## config.mk

```make
export PLATFORM = sky130hd
export DESIGN_NAME = score_sum_readout
export DESIGN_NICKNAME = d
export VERILOG_FILES = /design/src/rtl/score_sum_readout.sv
export SDC_FILE = /design/constraint.sdc
export NUM_CORES = 1
export LEC_CHECK = 0
export CORE_UTILIZATION = 51
export DETAILED_ROUTE_END_ITERATION = 12
export DONT_BUFFER_PORTS = 1
export PLACE_DENSITY_LB_ADDON = 0.15
export REMOVE_ABC_BUFFERS = 1
export SLEW_MARGIN = 20
export SYNTH_ARGS = -nofsm -noshare
export SYNTH_HDL_FRONTEND = slang
export SYNTH_SLANG_ARGS = --single-unit
```

## constraint.sdc

```tcl
create_clock -name clk -period 2.3 [get_ports clk]
set_input_delay 0.23 -clock clk [delete_from_list [all_inputs] [get_ports clk]]
set_output_delay 0.23 -clock clk [all_outputs]
set_load 0.005 [all_outputs]
```

## src/rtl/score_sum_readout.sv

```systemverilog
// Score-sum table readout: scans every entry, streams (node, score) pairs at or above
// a threshold over valid/ready, and optionally zeroes each entry once it has been read.
module score_sum_readout #(
  parameter int DATA_WIDTH = 32,
  parameter int ADDR_WIDTH = 13,
  parameter int mem_size   = 8192,
  parameter int RD_LATENCY = 1
) (
  input  logic                  clk,
  input  logic                  rst,
  input  logic                  start,
  input  logic [DATA_WIDTH-1:0] threshold,
  input  logic                  clear_en,
  output logic [ADDR_WIDTH-1:0] addr_score_sum,
  output logic                  score_write_sum_en,
  output logic [DATA_WIDTH-1:0] data_out_score_sum,
  input  logic [DATA_WIDTH-1:0] data_in_score_sum,
  output logic                  out_valid,
  input  logic                  out_ready,
  output logic [ADDR_WIDTH-1:0] out_node,
  output logic [DATA_WIDTH-1:0] out_score,
  output logic                  busy,
  output logic                  done,
  output logic [ADDR_WIDTH:0]   count_out
);

  typedef enum logic [2:0] {
    S_IDLE  = 3'd0,
    S_ISSUE = 3'd1,
    S_WAIT  = 3'd2,
    S_EVAL  = 3'd3,
    S_EMIT  = 3'd4,
    S_CLEAR = 3'd5,
    S_DONE  = 3'd6
  } state_t;

  localparam int LW = (RD_LATENCY > 1) ? $clog2(RD_LATENCY) : 1;
  localparam logic [ADDR_WIDTH-1:0] LAST_ADDR = ADDR_WIDTH'(mem_size - 1);
  localparam logic [LW-1:0]         WAIT_LOAD = LW'(RD_LATENCY - 1);

  state_t                state;
  state_t                state_next;
  logic [ADDR_WIDTH-1:0] addr;
  logic [LW-1:0]         wait_cnt;
  logic [DATA_WIDTH-1:0] score_reg;
  logic [DATA_WIDTH-1:0] thr_latched;
  logic                  clr_latched;
  logic                  start_ok;
  logic                  handshake;

  assign start_ok  = start && ((state == S_IDLE) || (state == S_DONE));
  assign handshake = out_valid && out_ready;

  // The address stays on the port from ISSUE through CLEAR, so the read and the
  // optional clear write share it and never overlap in time.
  assign addr_score_sum     = addr;
  assign out_node           = addr;
  assign out_score          = score_reg;
  assign data_out_score_sum = {DATA_WIDTH{1'b0}};

  // Next-state decode for the scan sequencer.
  always_comb begin
    state_next = state;
    case (state)
      S_IDLE, S_DONE: begin
        if (start) state_next = S_ISSUE;
        else       state_next = state;
      end
      S_ISSUE: state_next = S_WAIT;
      S_WAIT: begin
        if (wait_cnt == {LW{1'b0}}) state_next = S_EVAL;
        else                        state_next = S_WAIT;
      end
      S_EVAL: begin
        if (data_in_score_sum >= thr_latched) state_next = S_EMIT;
        else                                  state_next = S_CLEAR;
      end
      S_EMIT: begin
        if (handshake) state_next = S_CLEAR;
        else           state_next = S_EMIT;
      end
      S_CLEAR: begin
        if (addr == LAST_ADDR) state_next = S_DONE;
        else                   state_next = S_ISSUE;
      end
      default: state_next = S_IDLE;
    endcase
  end

  // State register plus status/handshake outputs registered from the next state.
  always_ff @(posedge clk) begin
    if (rst) begin
      state              <= S_IDLE;
      busy               <= 1'b0;
      done               <= 1'b0;
      out_valid          <= 1'b0;
      score_write_sum_en <= 1'b0;
    end else begin
      state              <= state_next;
      busy               <= !((state_next == S_IDLE) || (state_next == S_DONE));
      done               <= (state_next == S_DONE);
      out_valid          <= (state_next == S_EMIT);
      score_write_sum_en <= (state_next == S_CLEAR) && clr_latched;
    end
  end

  // Scan configuration, address walk and emitted-word counter.
  always_ff @(posedge clk) begin
    if (rst) begin
      thr_latched <= {DATA_WIDTH{1'b0}};
      clr_latched <= 1'b0;
      addr        <= {ADDR_WIDTH{1'b0}};
      count_out   <= {(ADDR_WIDTH+1){1'b0}};
    end else if (start_ok) begin
      thr_latched <= threshold;
      clr_latched <= clear_en;
      addr        <= {ADDR_WIDTH{1'b0}};
      count_out   <= {(ADDR_WIDTH+1){1'b0}};
    end else begin
      if ((state == S_CLEAR) && (state_next == S_ISSUE)) begin
        addr <= addr + ADDR_WIDTH'(1);
      end
      if (handshake) begin
        count_out <= count_out + (ADDR_WIDTH+1)'(1);
      end
    end
  end

  // Read-latency down-counter and captured score word.
  always_ff @(posedge clk) begin
    if (rst) begin
      wait_cnt  <= {LW{1'b0}};
      score_reg <= {DATA_WIDTH{1'b0}};
    end else begin
      if (state == S_ISSUE) begin
        wait_cnt <= WAIT_LOAD;
      end else if ((state == S_WAIT) && (wait_cnt != {LW{1'b0}})) begin
        wait_cnt <= wait_cnt - LW'(1);
      end
      if (state == S_EVAL) begin
        score_reg <= data_in_score_sum;
      end
    end
  end

endmodule

```

; ---- After elaboration in Yosys (flattened, before gate mapping)
; Cells that the tools add are included.
[word_totals]
input_bits = 69
ff_bits = 100
elab_cells = 45
out_inout_bits = 108
[op_classes]
n_lt_le_gt_ge = 1
n_mux = 6
n_eq_ne = 11
n_reduce_logical = 13
n_addsub = 3
[op_table]
columns = operator, n
row1 = $ge A32 B32 Y1, 1
row2 = $eq A3 B3 Y1 const B, 6
row3 = $pmux W3 S6, 1
row4 = $add A14 B1 Y14 const B, 1
row5 = $add A13 B1 Y13 const B, 1
row6 = $eq A13 B13 Y1 const B, 1
row7 = $eq A3 B1 Y1 const B, 2
row8 = $eq A3 B2 Y1 const B, 2
row9 = $logic_not A3 Y1, 2
row10 = $mux W3, 2
row11 = $reduce_or A2 Y1, 3
row12 = $logic_and A1 B1 Y1, 5
row13 = $mux W1, 3
row14 = $logic_or A1 B1 Y1, 2
row15 = $logic_not A1 Y1, 1
row16 = $sub A1 B1 Y1 const B, 1

; ---- Logic depth before layout (Yosys ltp)
[logic_depth]
word_depth = 6
depth_mapped = 7
mapped_depth_nobuf = 7

; ---- Least setup slack after synthesis
; OpenSTA, ideal clock, no wires.
[synth_timing]
path_kind = register -> register
startpoint = reg addr[0], in the netlist addr_score_sum[0]
endpoint = reg addr[11], in the netlist addr_score_sum[11]
setup_time_ps = 70
required_time_ps = 2230
path_stages_with_launch = 8
synth_period_minus_slack_ps = 1756
n_path_buf = 1
t_arrival_ps = 1686
slack_ps = 544
cell_sequence = dfxtp_1 -> ha_1 -> and3_1 -> and4_4 -> buf_6 -> nand4bb_4 -> or3_1 -> a21oi_1
[synth_between]
elab_chain_len = 5
word_cells_on_any_way = 6
classes_between = add/sub (1) / eq/ne (2) / mux (2) / reduce/logical (1)
[synth_lines]
columns = item, line_no
row1 = from (decl), 43  ; logic [ADDR_WIDTH-1:0] addr;
row2 = from (signal assigned), 112  ; addr <= {ADDR_WIDTH{1'b0}};
row3 = from (signal assigned), 117  ; addr <= {ADDR_WIDTH{1'b0}};
row4 = from (signal assigned), 121  ; addr <= addr + ADDR_WIDTH'(1);
row5 = $eq A13 B13 Y1, 83  ; if (addr == LAST_ADDR) state_next = S_DONE;
row6 = $mux W3, 83
row7 = $pmux W3 S6, 64  ; case (state)
row8 = $eq A3 B1 Y1, 120  ; if ((state == S_CLEAR) && (state_next == S_ISSUE)) begin
row9 = $logic_and A1 B1 Y1, 120
; Several ways; a longest one is shown, not always the timed one.
; A chain may end at the register's enable or synchronous reset.

; ---- Worst setup path in the final report
[layout_timing]
startpoint = reg state[2]
endpoint = reg thr_latched[2]
[layout_between]
elab_chain_len = 3
word_cells_on_any_way = 4
classes_between = eq/ne (1) / reduce/logical (3)
[layout_lines]
columns = item, line_no
row1 = from (decl), 41  ; state_t state;
row2 = from (signal assigned), 99  ; state <= state_next;
row3 = $eq A3 B3 Y1 / $logic_not A3 Y1 (equally long branches), 51  ; assign start_ok = start && ((state == S_IDLE) || (state == S_DONE));
row4 = $logic_or A1 B1 Y1 (*), 51
row5 = $logic_and A1 B1 Y1 (*), 51
row6 = to (signal assigned), 110  ; thr_latched <= {DATA_WIDTH{1'b0}};
row7 = to (signal assigned), 115  ; thr_latched <= threshold;
row8 = to (decl), 46  ; logic [DATA_WIDTH-1:0] thr_latched;
; Every way passes the cells marked *; elsewhere a longest branch is shown, timed or not.

==> summary.txt <==
YOSYS
------------------------------------------------------------------------------------
Most used flip-flop cell after synthesis                                     dfxtp_1
Post-synth top area cell                                                     dfxtp_1
Number of synthesis warnings                                                       0
Share of Yosys cell area claimed by the top area cell type                     40.2%
Syn Std Cell Area                                                         4980 sq um
Sequential area share after synthesis                                          40.2%
Number of unique standard cell types used by synthesis                            48
Post-Synthesis Cells                                                             630
Mean post-synth cell area                                                 7.90 sq um
Post-synth top cells                                                    nand2_1 (152), dfxtp_1 (100), a21oi_1 (91)
Share of flip-flops with an asynchronous set or reset after synthesis             0%
Count of state elements after synthesis                                          100
Number of flops mapped to enable cells by yosys                                    0
Library cell with the highest instance count after synthesis                 nand2_1
Leading post-synthesis cells by cell area                               dfxtp_1 (40%), nand2_1 (11%), a21oi_1 (9.1%)

ROUTE
------------------------------------------------------------------------------------
DRT antenna net count                                                              0
Final Routed Wirelength                                                    11,600 um
Routed WL per cell                                                           14.5 um
Total number of vias                                                           4,120
First DRT Iteration DRCs                                                          74
Drc violations                                                                     0
First-pass detailed-route iteration total                                          4
Via count normalized by instance count                                          5.16

POWER
------------------------------------------------------------------------------------
Clock network power share                                                      30.4%
Worst VDD drop                                                                365 uV
Power density of the placed cells                                        723 nW/um^2
Switching part of the total power                                              30.1%
Internal Dissipation                                                       0.00288 W
Sequential cell fraction of total power                                        48.2%
Power share of the combinational group                                         21.5%
Switching pwr                                                              0.00124 W
P_leak                                                                       2.07 nW

STA
------------------------------------------------------------------------------------
Time the final worst path needs with I/O delays and setup                    2.11 ns
Total count of max-transition violations in the final report                       0
Period utilization                                                             91.7%
Number of endpoints failing setup at the final stage                               0
Highest clock rate                                                           474 MHz
Count of endpoints failing hold in the final timing report                         0
Hold WS                                                                   0.00508 ns
Final setup skew                                                           0.0172 ns
RSZ-0062 raised after global routing                                              no
Setup TNS                                                                       0 ns

CLOCKING
------------------------------------------------------------------------------------
Clock buffers created by TritonCTS                                                 9
Clk_lat worst skew                                                           0.36 ns
Number of levels the H-tree was split into                                         3
CTS sink count                                                                   100
Longest Clk Path Bufs                                                              2
Register clock-pin slew on the reported worst setup and hold paths           0.10 ns
CTS Root Buffer Type                                                        clkbuf_8
Post-CTS setup buffers                                                             0
Clock tree from TritonCTS                                                        yes

FINISH
------------------------------------------------------------------------------------
Layout area overhead                                                           14.4%
Multi-input gate area in the final layout                                 2480 sq um
Total of fill cells in the finished design                                       853
Number of diodes                                                                   0
Net count of the finished layout                                                 768
Layout cell share with drive strength beyond 1                                 4.93%
Storage cell area                                                         2000 sq um
Non-filler cells, final                                                          798

CRITICAL PATH
------------------------------------------------------------------------------------
Critical path class                                                     register to register
Required time reported for the critical path endpoint                        2.56 ns
Worst-path fanout max                                                             27
CP arrival                                                                   2.37 ns
Critical Path Source Type                                                   register
Type of element capturing the critical path                                 register

PLACEMENT
------------------------------------------------------------------------------------
Detailed placement HPWL                                                      7650 um
IO Port Bufs                                                                       0
Last weighted congestion value of the routability-driven placer                0.744
Inst Count DP                                                                    720

FLOORPLANNING
------------------------------------------------------------------------------------
Effective utilization at floorplan                                             53.4%
Core Area                                                                 9330 sq um
Die area                                                                10,200 sq um
Die Width                                                                     101 um
I/O Pins                                                                         177
Die height                                                                    101 um
Site Rows                                                                         35

GLOBAL ROUTE
------------------------------------------------------------------------------------
GRT busiest layer                                                               met2
Met3 track demand over resource                                                5.41%
Met1 track utilization from global routing                                     26.5%
Global-route wire length before repair                                     18,200 um
Largest net degree at the start of global routing                                 72
Number of global-route vias before repair                                      4,004
Met2 Track Usage GR                                                            40.9%
Total overflow reported by the global router                                       0
All-layer global routing usage                                                 23.1%
Initial antenna violation count                                                    0

OUTCOME
------------------------------------------------------------------------------------
Status                                                                     completed

FLOW RUN
------------------------------------------------------------------------------------
Max-cap violations                                                                 0

WORST HOLD PATH
------------------------------------------------------------------------------------
Type of the most critical hold path                                     primary input to register

[flip-flops by register name (all words and copies together) (netlist names), 3 cells and up]
name / flops
state: 3
out_score: 32
count_out: 14
addr_score_sum: 13
thr_latched: 32
[metal layers]
metal,part of all wire (%),wire length [um]
met5,0,0
met4,2.3,264
met3,7.1,823
met2,49,5700
met1,41,4800
[logic make-up after synthesis]
family	after synthesis	synth area share, %
simple gates	243	22.1
compound gates	119	13.1
buf+inv	112	12.3
flops	100	40.2
fa+ha+maj	34	8.54
xor+xnor	21	3.69
other cells	1	0.0753
[area by class of cell]
type	count	share of cell area, %
flip-flops and latches	100	35.2
repair buffers	68	12.0
clock inverters	5	1.47
well taps	129	2.83
inverters	37	2.44
multi-input cells	449	43.6
clock buffers	10	2.42
[layout by cell type (no fill, tap or decap), types with 3 or more instances in the layout]
cell type / instances
nand2_1: 152
dfxtp_1: 98
a21oi_1: 91
dlygate4sd3_1: 62
inv_1: 37
ha_1: 34
nor2_1: 33
conb_1: 32
xnor2_1: 17
o21ai_0: 12
nand3_1: 10
clkbuf_8: 10
nand4_1: 9
or3_1: 7
nor3_1: 5
buf_4: 5
xor2_1: 4
nor4_1: 4
a21o_1: 4
nand2b_1: 3
[power by group through the flow]
stage	clock network [W]	logic (W)	registers, W
6_report	0.00125	0.000883	0.00198
5_1_grt	0.00135	0.00101	0.00200
4_1_cts	0.00128	0.000887	0.00198
3_5_place_dp	0	0.000774	0.00202
3_3_place_gp	0	0.000740	0.00201
2_1_floorplan	0	0.000573	0.00199
[worst max-delay path, cell delays in order, from the launching register on]
cell and delay [ns]:
dfxtp_2 0.48, xnor2_1 0.17, nand3b_1 0.30, buf_4 0.35
nand2_1 0.10, a21oi_1 0.06, dlygate4sd3_1 0.56
[path summary, 6_finish.rpt]
check                           cells after the start         endpoint  slack (ns)     startpoint
worst min-delay path                                2  thr_latched[19]       0.005  threshold[19]
worst min register to register                      2         wait_cnt        0.45       wait_cnt
worst max-delay path                                6   thr_latched[2]        0.19       state[2]
worst max register to register                      6   thr_latched[2]        0.19       state[2]
[what timing repair did]
item                                   4_1_cts  5_1_grt
hold buffers                                63        0
endpoints found under the hold margin       71        0
setup endpoints to repair                    0        1
resized for setup                            0        2
[through the flow]
stage	total power [W]	setup slack [ns]	area, sq um	utilization (%)
floorplan	0.00256	0.00447	4620	-
global placement	0.00275	0.439	4820	51.7
detailed placement	0.00280	0.317	4820	51.7
CTS	0.00415	0.0371	5690	61.0
global route	0.00436	0.0252	5690	61.0
finish	0.00412	0.192	5690	61.0
Note: power is estimated with default switching activity, not from simulation.
